`src/rtl/zero_mac.sv`:
```
// Eight-tap FIR numerator (zero section) built around one shared multiplier.
// Each accepted sample takes 8 MAC cycles plus 1 output cycle, giving a fixed 10-cycle cadence.
module zero_mac #(
   parameter int NTAP = 8,
   parameter int DW   = 12,
   parameter int OW   = 26
) (
   input  logic                 clk,
   input  logic                 rst,
   input  logic                 din_valid,
   input  logic signed [DW-1:0] Xin,
   output logic signed [OW-1:0] Xout,
   output logic                 dout_valid,
   output logic                 busy,
   output logic                 ovr
);

   localparam int KW = (NTAP > 1) ? $clog2(NTAP) : 1;
   localparam int CW = 12;
   localparam int PW = DW + CW;

   typedef enum logic [1:0] {IDLE, MAC, DONE} state_t;

   state_t                 r_state;
   state_t                 w_state_next;
   logic signed [DW-1:0]   r_x [NTAP];
   logic [KW-1:0]          r_k;
   logic signed [OW-1:0]   r_acc;
   logic signed [OW-1:0]   r_xout;
   logic                   r_dout_valid;
   logic                   r_ovr;

   logic                   w_accept;
   logic                   w_last;
   logic signed [CW-1:0]   w_coef;
   logic signed [DW-1:0]   w_x;
   logic signed [PW-1:0]   w_prod;
   logic signed [OW-1:0]   w_prod_ext;

   // Symmetric low-pass numerator; taps sum to 256 so DC gain is exactly 2^8.
   function automatic logic signed [CW-1:0] coef(input logic [KW-1:0] k);
      case (int'(k))
         0:       coef = 12'sd2;
         1:       coef = 12'sd14;
         2:       coef = 12'sd42;
         3:       coef = 12'sd70;
         4:       coef = 12'sd70;
         5:       coef = 12'sd42;
         6:       coef = 12'sd14;
         7:       coef = 12'sd2;
         default: coef = 12'sd0;
      endcase
   endfunction

   assign w_accept   = (r_state == IDLE) && din_valid;
   assign w_last     = (r_k == KW'(NTAP - 1));
   assign w_coef     = coef(r_k);
   assign w_x        = r_x[r_k];
   assign w_prod     = w_x * w_coef;
   assign w_prod_ext = {{(OW-PW){w_prod[PW-1]}}, w_prod};

   always_ff @(posedge clk or posedge rst) begin
      if (rst) r_state <= IDLE;
      else     r_state <= w_state_next;
   end

   always_comb begin
      w_state_next = r_state;
      busy         = 1'b0;
      case (r_state)
         IDLE: begin
            if (din_valid) w_state_next = MAC;
         end
         MAC: begin
            busy = 1'b1;
            if (w_last) w_state_next = DONE;
         end
         DONE: begin
            busy         = 1'b1;
            w_state_next = IDLE;
         end
         default: w_state_next = IDLE;
      endcase
   end

   // Delay line only moves on an accepted sample, so overrun strobes leave it intact.
   genvar gi;
   generate
      for (gi = 0; gi < NTAP; gi++) begin : g_tap
         if (gi == 0) begin : g_head
            always_ff @(posedge clk or posedge rst) begin
               if (rst)           r_x[gi] <= '0;
               else if (w_accept) r_x[gi] <= Xin;
            end
         end else begin : g_body
            always_ff @(posedge clk or posedge rst) begin
               if (rst)           r_x[gi] <= '0;
               else if (w_accept) r_x[gi] <= r_x[gi-1];
            end
         end
      end
   endgenerate

   always_ff @(posedge clk or posedge rst) begin
      if (rst) begin
         r_acc        <= '0;
         r_k          <= '0;
         r_xout       <= '0;
         r_dout_valid <= 1'b0;
         r_ovr        <= 1'b0;
      end else begin
         r_dout_valid <= 1'b0;
         if (din_valid && (r_state != IDLE)) r_ovr <= 1'b1;
         case (r_state)
            IDLE: begin
               if (din_valid) begin
                  r_acc <= '0;
                  r_k   <= '0;
               end
            end
            MAC: begin
               r_acc <= r_acc + w_prod_ext;
               r_k   <= w_last ? '0 : r_k + 1'b1;
            end
            DONE: begin
               r_xout       <= r_acc;
               r_dout_valid <= 1'b1;
            end
            default: ;
         endcase
      end
   end

   assign Xout       = r_xout;
   assign dout_valid = r_dout_valid;
   assign ovr        = r_ovr;

endmodule

```
`config.mk`:
```
export PLATFORM = sky130hd
export DESIGN_NAME = zero_mac
export DESIGN_NICKNAME = d
export VERILOG_FILES = /design/src/rtl/zero_mac.sv
export SDC_FILE = /design/constraint.sdc
export NUM_CORES = 1
export LEC_CHECK = 0
export ABC_CLOCK_PERIOD_IN_PS = 7100
export CAP_MARGIN = 0
export CORE_MARGIN = 2
export CORE_UTILIZATION = 45
export DETAILED_ROUTE_END_ITERATION = 6
export GPL_TIMING_DRIVEN = 0
export PLACE_DENSITY = 0.6
export SYNTH_ARGS = -nofsm -noshare
export SYNTH_HDL_FRONTEND = slang
export SYNTH_SLANG_ARGS = --single-unit
```
`constraint.sdc`:
```
create_clock -name clk -period 7.1 [get_ports clk]
set_input_delay 2.13 -clock clk [delete_from_list [all_inputs] [get_ports clk]]
set_output_delay 2.13 -clock clk [all_outputs]
set_load 0.01 [all_outputs]
```
After elaboration in Yosys (flattened, before gate mapping)
Memory sizes are Yosys's and may differ from the RTL's.
Cells that the tools add are included.
- ROM bits: 32
- bits in registers: 155
- memory bits (writable): 0
- bits in latches: 0
- input bits: 15
- memories: 1
- output and inout bits: 29
- logic and storage cells: 46
- memory list (name ; words ; width ; read ports ; clocked after memory_dff ; write ports ; line ; source):
    (name not given) ; 8 ; 4 ; 1 ; 0 ; 0 ; 42 ; case (int'(k))
- reductions and logical operators: 8
- $lt $le $gt $ge: 1
- div/mod/pow operators: 0
- multiplexer cells: 13
- eq/ne operators: 5
- bitwise gates (word level): 1
- $mul: 1
- add/subtract/negate cells: 2
- shifts and indexed selects: 0
- operators with widths (cell ; count):
    $pmux W26 S2 ; 1
    $bmux W12 S3 ; 1
    $add A26 B24 Y26 ; 1
    $mux W26 ; 1
    $mul A12 B12 Y24 ; 1
    $mux W12 ; 2
    $mux W3 ; 2
    $pmux W3 S2 ; 1
    $ge A4 B4 Y1 const B ; 1
    $mux W2 ; 2
    $ne A2 B2 Y1 const B ; 2
    $not A3 Y4 ; 1
    $pmux W2 S2 ; 1
    $reduce_and A2 Y1 ; 2
    $reduce_bool A2 Y1 ; 2
    $add A3 B1 Y3 const B ; 1
    $eq A3 B3 Y1 const B ; 1
    $eq A2 B1 Y1 const B ; 1
    $eq A2 B2 Y1 const B ; 1
    $logic_and A1 B1 Y1 ; 2
    $logic_not A2 Y1 ; 1
    $mux W1 ; 2
    $reduce_or A2 Y1 ; 1

Depth between registers and ports, before layout
Gate-level depths: netlist of the first run.
- depth after elaboration: 7
- gate-level depth with buffers: 24
- mapped depth without buffers: 22

Least setup slack after synthesis of the first run
No wires, ideal clock.
- path type: register to register
- start point: reg r_k[0]
- end point: reg r_acc[23]
- arrival: 5680 ps
- setup time: 133 ps
- cell stages (with the launch flop): 23
- path buffers: 2
- slack: 1287 ps
- required time: 6967 ps
- clock period less this slack: 5813 ps
- cell sequence: dfrtp_1 buf_6 buf_2 mux4_2 mux2i_1 nor2_1 ha_1 inv_1 fa_1 inv_1 fa_1 fa_1 inv_1 fa_1 inv_1 ha_1 a21o_1 o21bai_2 o211a_1 o211a_1 o21a_1 o21ai_1 o211ai_1
- longest elaborated chain between the ends: 7
- elaborated cells on any way between the ends: 8
- those cells by class: add/sub (1); mul (1); mux (4); bitwise (1); memory (1)
- ends and longest elaborated chain (element ; line ; source):
    from (decl) ; 27 ; logic [KW-1:0] r_k;
    from (signal assigned) ; 123 ; r_k <= w_last ? '0 : r_k + 1'b1;
    $not A3 Y4 (implied by the code) ; 58 ; assign w_x = r_x[r_k];
    $bmux W12 S3 ; 58 ;
    $mux W12 (implied by the code) (2 in series) ; 58 ;
    $mul A12 B12 Y24 * ; 59 ; assign w_prod = w_x * w_coef;
    $add A26 B24 Y26 * ; 122 ; r_acc <= r_acc + w_prod_ext;
    $pmux W26 S2 * ; 114 ; case (r_state)
    to (signal assigned) ; 122 ;
    to (decl) ; 28 ; logic signed [OW-1:0] r_acc;
Mark *: on every way between the ends. The rest lies on a longest branch, timed or not. The select of a mux whose other input is x is not followed.
A chain may end at the register's enable or synchronous reset.

Worst setup path in the final report of the first run
- start point: reg r_k[0]
- end point: reg r_acc[24]
Same word-level chain as after synthesis.

==> flow_summary.json, run 1 <==
{
  "path_class": "flip-flop to flip-flop",
  "start_kind": "flip-flop",
  "seqCellArea_um2": 3830,
  "hold_depth": 1,
  "synth_top_area_share_pct": 36.0,
  "grt_pass1_vias": 6726,
  "rsz0062_at_grt": "no",
  "synth_flop_cell": "dfrtp_1",
  "synth_fp_nets": 1111,
  "drc": 0,
  "fin_skew_ns": 0.0147,
  "synth-edff-count": 0,
  "grt_pass1_wl_um": 35300,
  "place.gp.congestion": 0.808,
  "antenna_found_initial": 0,
  "cts_sinks": 153,
  "path_cells": "buf_6 -> buf_2 -> mux4_2 -> mux2i_1 -> nor2_1 -> ha_1 -> inv_1 -> fa_1 -> inv_1 -> fa_1 -> fa_1 -> inv_1 -> fa_1 -> inv_1 -> ha_1 -> a21o_1 -> a221oi_2 -> o21ai_1 -> o21ai_2 -> a31oi_1 -> xnor2_1 -> o21ai_1",
  "dpl.hpwl_um": 15700,
  "clock_latency_ns": 0.43,
  "cpPeakStageDelay_ns": 0.58,
  "r2r_slack_ns": 0.54,
  "synth_area_leaders": "dfrtp_1 36%, ha_1 13%, mux2_2 13%",
  "nNetsFinal": 1173,
  "cts_tree": "yes",
  "final_common_cell": "inv_1",
  "post-route-min-period_ns": 6.56,
  "layout_common_cells": "160 x inv_1, 153 x dfrtp_1, 121 x mux2_2",
  "post-route-period-util_pct": 92.4,
  "worstSetupEndpointType": "flip-flop",
  "worstPathMaxFanout": 10,
  "core_um2": 23300,
  "cts_made_buffers": 17,
  "die_w_um": 158,
  "wirelength_um": 21100,
  "crit_arrival_ns": 6.85,
  "drtPass1Iterations": 4,
  "syn_area_um2": 10600,
  "overflow": 0,
  "wl_met2_um": 9610,
  "routedWlPerCell_um": 16.0,
  "top_layer": "met4",
  "wl_met1_um": 10800,
  "synth.ff_latch_count": 153,
  "outcome": "completed",
  "setup_ws_ns": 0.539,
  "synth.distinct_cells": 53,
  "antenna_left": 0,
  "rr_endpoint": "r_acc[24]$_DFFE_PP0P_",
  "clk_pin_slew_ns": 0.06,
  "slowest_stage": "mux4_2",
  "synthesis.instances": 927,
  "dp_slack_ns": 0.219,
  "min_from": "ovr$_DFFE_PP0P_",
  "viasPerCell": 4.99,
  "ys_seq_area_share_pct": 36.0,
  "setup_viol": 0,
  "clockBufferDepth": 2,
  "r2r-start": "r_k[0]$_DFFE_PP0P_",
  "areaGrowthSynthToFinish_pct": 13.6,
  "n_fill_cell": 2041,
  "numPortBuffers": 42,
  "hold_path_class": "flip-flop to flip-flop",
  "pin_count": 44,
  "dieArea_um2": 24900,
  "dr.first_iter.drc_count": 301,
  "yosysWarnings": 0,
  "yosysTopAreaCell": "dfrtp_1",
  "grt_util_all_layers_pct": 18.4,
  "grt_max_degree": 82,
  "num_rows": 56,
  "hold-path-endpoint": "ovr$_DFFE_PP0P_",
  "postSynthAreaPerCell_um2": 11.5,
  "die_h_um": 158,
  "async_flop_share_pct": 100,
  "hold_violations": 0,
  "drv_cap": 0,
  "worstPathRequired_ns": 7.39,
  "initial_core_util_pct": 45.6,
  "vias": 6592,
  "post_cts_buffers": 0,
  "multi_input_area_um2": 6050,
  "route.met3.wl_um": 493,
  "drive_gt1_share_pct": 19.0,
  "max_freq_mhz": 152,
  "cts-root-buf": "clkbuf_16",
  "reg2regPathDepth": 22,
  "relSlewSlack_pct": 41.4,
  "worst_pin_slew_ns": 0.880,
  "h-tree-depth": 4,
  "antenna_cells": 0,
  "slew_viol_final": 0
}
-- stage by stage --
step	std cells	setup TNS, ns	hold slack, ns	area [um^2]	utilization, %
2_1_floorplan	927	0	0.466	10600	-
4_1_cts	1320	0	0.467	12100	51.7
5_1_grt	1320	0	0.498	12100	51.7
3_3_place_gp	1288	-208.88	0.443	11400	49.1
3_5_place_dp	1289	0	0.448	11500	49.2
6_report	1320	0	0.458	12100	51.7
-- how the worst max path moves through the flow --
stage	startpoint	to	slack (ns)	depth (start not counted)
3_3_place_gp	rst	Xout[23]$_DFFE_PP0P_	-1.38	2
4_1_cts	r_k[1]$_DFFE_PP0P_	r_acc[24]$_DFFE_PP0P_	0.20	22
3_5_place_dp	r_k[1]$_DFFE_PP0P_	r_acc[24]$_DFFE_PP0P_	0.22	22
2_1_floorplan	rst	Xout[10]$_DFFE_PP0P_	0.85	1
5_1_grt	r_k[0]$_DFFE_PP0P_	r_acc[25]$_DFFE_PP0P_	0.03	22
6_report	r_k[0]$_DFFE_PP0P_	r_acc[24]$_DFFE_PP0P_	0.54	22
-- per-layer routing --
layer	up-vias	GRT usage (%)
met5	-	0
met1	3260	26.8
li1	3240	-
met4	0	4.50
met2	74	29.1
met3	18	2.60
-- final cells by class --
class / count / share of cell area (%)
plain buffers: 35 / 1.26
well taps: 319 / 3.31
repair buffers: 43 / 3.71
multi-input cells: 578 / 50.1
flip-flops and latches: 153 / 31.7
clock buffers: 19 / 3.67
clock inverters: 12 / 1.16
inverters: 161 / 5.05
-- synthesized netlist by cell type (all sizes together) (2+ instances only) --
cell type  number
buf            17
nand3           4
a22o            6
o21ai          35
nand2          35
a31oi           3
xor2            4
clkbuf         18
and2            5
dfrtp         153
o211ai          2
a2111oi         3
a21oi          21
nor3b           2
o21a            2
nand2b         11
a21o           14
inv           161
mux2          122
o31ai           3
o211a           2
and3            3
a221oi          2
mux2i          15
nor2b          13
nor2           45
xnor2          19
fa             55
mux4           24
o21bai          2
ha            114
-- flip-flops by register name, indices dropped and copies added (netlist names) --
register,flops
r_k,3
ovr,1
dout_valid,1
r_x,96
Xout,25
r_acc,25
r_state,2
-- what timing repair did --
item / 4_1_cts / 5_1_grt
endpoints found under the setup margin: 0 / 7
gates resized for setup: 0 / 4
hold buffers: 0 / 0
-- worst max-delay path, delay by kind of cell, from the launching register on --
| family | cells | cell delay (ns) |
|---|---|---|
| fa+ha+maj | 6 | 2.63 |
| compound gates | 6 | 1.27 |
| mux | 2 | 1.01 |
| buf+inv | 6 | 0.78 |
| flops | 1 | 0.41 |
| xor+xnor | 1 | 0.22 |
| simple gates | 1 | 0.08 |
-- logic make-up after synthesis --
family	synth area share, %
buf+inv	7.10
compound gates	6.06
other cells	0.0353
mux	19.6
flops	36.0
fa+ha+maj	23.8
simple gates	5.49
xor+xnor	1.97
Power of run 1 is not shown: default switching activity piles up to over one toggle a cycle in this logic, so the estimate is an artifact.
==> inputs of run 2 (changes only) <==
ABC_CLOCK_PERIOD_IN_PS = default   (was 7100)
CORE_UTILIZATION = 35   (was 45)
HOLD_SLACK_MARGIN = 0.15   (was default)
PLACE_DENSITY = 0.49   (was 0.6)
==> run 2 against run 1 <==
Effect of this change: cell count up 5.5%; flip-flop and latch count did not move; sequential share of layout area is 0.23 points lower; register-to-register slack got worse by 0.09 ns.
==> flow_summary.json, run 2 (same netlist as run 1, synthesis figures left out) <==
{
  "hold_path_class": "flip-flop to flip-flop",
  "rr_endpoint": "r_acc[24]$_DFFE_PP0P_",
  "setup_viol": 0,
  "hold-path-endpoint": "ovr$_DFFE_PP0P_",
  "largest_reg_flops": 96,
  "worst_pin_slew_ns": 0.853,
  "nNetsFinal": 1173,
  "final_common_cell": "inv_1",
  "min_from": "ovr$_DFFE_PP0P_",
  "cts_tree": "yes",
  "hold_depth": 1,
  "areaGrowthSynthToFinish_pct": 14.4,
  "dieArea_um2": 31800,
  "num_rows": 63,
  "worstPathRequired_ns": 7.41,
  "vias": 6545,
  "path_cells": "buf_6 -> buf_2 -> mux4_2 -> mux2i_1 -> nor2_1 -> ha_1 -> inv_1 -> fa_1 -> inv_1 -> fa_1 -> inv_1 -> fa_1 -> fa_1 -> inv_1 -> ha_1 -> and3_1 -> a221oi_2 -> o21ai_1 -> o21ai_2 -> a31oi_1 -> xnor2_1 -> o21ai_1",
  "drv_cap": 0,
  "rsz0062_at_grt": "no",
  "max_freq_mhz": 150,
  "pin_count": 44,
  "worstSetupEndpointType": "flip-flop",
  "clock_latency_ns": 0.45,
  "core_um2": 29800,
  "relSlewSlack_pct": 43.1,
  "fin_setup_tns_ns": 0,
  "drc": 0,
  "dp_cells": 1360,
  "post_cts_buffers": 0,
  "viasPerCell": 4.70,
  "cts_sinks": 153,
  "initial_core_util_pct": 35.7,
  "antenna_cells": 0,
  "outcome": "completed",
  "numPortBuffers": 42,
  "reg2regPathDepth": 22,
  "cts-root-buf": "clkbuf_16",
  "die_h_um": 178,
  "r2r_slack_ns": 0.45,
  "drive_gt1_share_pct": 19.0,
  "post-route-period-util_pct": 93.7,
  "h-tree-depth": 4,
  "hold_ws_ns": 0.460,
  "overflow": 0,
  "dpl.hpwl_um": 16700,
  "slew_viol_final": 0,
  "cts-resized-gates": 0,
  "cpPeakStageDelay_ns": 0.55,
  "hold_violations": 0,
  "die_w_um": 178,
  "fin_skew_ns": 0.0237,
  "clk_pin_slew_ns": 0.07,
  "critical-path-top-delay-family": "adder cells",
  "start_kind": "flip-flop",
  "antenna_left": 0,
  "antenna_found_initial": 0,
  "place.gp.congestion": 0.809,
  "layout_common_cells": "160 x inv_1, 153 x dfrtp_1, 121 x mux2_2",
  "slowest_stage": "mux4_2",
  "grt_pass1_wl_um": 37100,
  "clockBufferDepth": 2,
  "instances_no_fill": 1392,
  "post-route-min-period_ns": 6.65,
  "grt_util_all_layers_pct": 15.3,
  "top_register": "r_x",
  "r2r-start": "r_k[0]$_DFFE_PP0P_",
  "cts_hold_buf": 0,
  "worstPathMaxFanout": 10,
  "dr.first_iter.drc_count": 204,
  "path_class": "flip-flop to flip-flop",
  "crit_arrival_ns": 6.96,
  "cts_made_buffers": 17,
  "grt_pass1_vias": 6864,
  "drtPass1Iterations": 4,
  "routedWlPerCell_um": 16.1,
  "wirelength_um": 22400,
  "worst-path-buf-inv": 6,
  "grt_max_degree": 91
}
-- run 2: cell types whose count changed in the layout (fill, tap and decap cells not counted) --
cell	before	now
mux2i_2	1	0
clkinv_8	0	1
mux2i_1	14	15
bufinv_16	2	1
clkinv_4	2	0
inv_8	1	4
clkinv_2	2	1
clkbuf_8	1	0
inv_6	4	6
-- run 2: worst max path at each step --
stage          depth (start not counted)                     to  slack, ns                from
6_report                              22  r_acc[24]$_DFFE_PP0P_       0.45  r_k[0]$_DFFE_PP0P_
3_3_place_gp                           2   Xout[22]$_DFFE_PP0P_      -1.66                 rst
2_1_floorplan                          1   Xout[10]$_DFFE_PP0P_       0.85                 rst
5_1_grt                               22  r_acc[25]$_DFFE_PP0P_       0.06  r_k[0]$_DFFE_PP0P_
3_5_place_dp                          22  r_acc[25]$_DFFE_PP0P_       0.12  r_k[1]$_DFFE_PP0P_
4_1_cts                               22  r_acc[25]$_DFFE_PP0P_       0.10  r_k[1]$_DFFE_PP0P_
-- run 2: layer usage --
layer,vias up,GRT usage (%),routed length [um]
met5,-,0,0
met4,0,4.40,308
met3,20,2.39,501
met2,77,24.9,10400
met1,3221,21.3,11200
li1,3227,-,-
-- run 2: worst register-to-register path, stage by stage, from the launching register on --
cell,delay (ns)
dfrtp_1,0.41
buf_6,0.20
buf_2,0.42
mux4_2,0.56
mux2i_1,0.51
nor2_1,0.09
ha_1,0.30
inv_1,0.07
fa_1,0.50
inv_1,0.05
fa_1,0.49
inv_1,0.05
fa_1,0.46
fa_1,0.54
inv_1,0.04
ha_1,0.34
and3_1,0.21
a221oi_2,0.35
o21ai_1,0.23
o21ai_2,0.26
a31oi_1,0.14
xnor2_1,0.23
o21ai_1,0.08
-- run 2: cell type report --
type / instances / area, um^2
inverters: 161 / 612
well taps: 390 / 488
repair buffers: 43 / 448
fillers: 2930 / 17600
clock buffers: 18 / 429
multi-input cells: 578 / 6050
flip-flops and latches: 153 / 3830
plain buffers: 35 / 153
clock inverters: 14 / 153
-- run 2: metrics by stage --
stage               area (um^2)  utilization, %  worst slack [ns]
global route              12200            40.8            0.0586
detailed placement        11600            38.8             0.120
global placement          11500            38.7             -1.66
CTS                       12200            40.8             0.103
finish                    12200            40.8             0.447
floorplan                 10600               -             0.849
Power of run 2 is left out for the same reason.
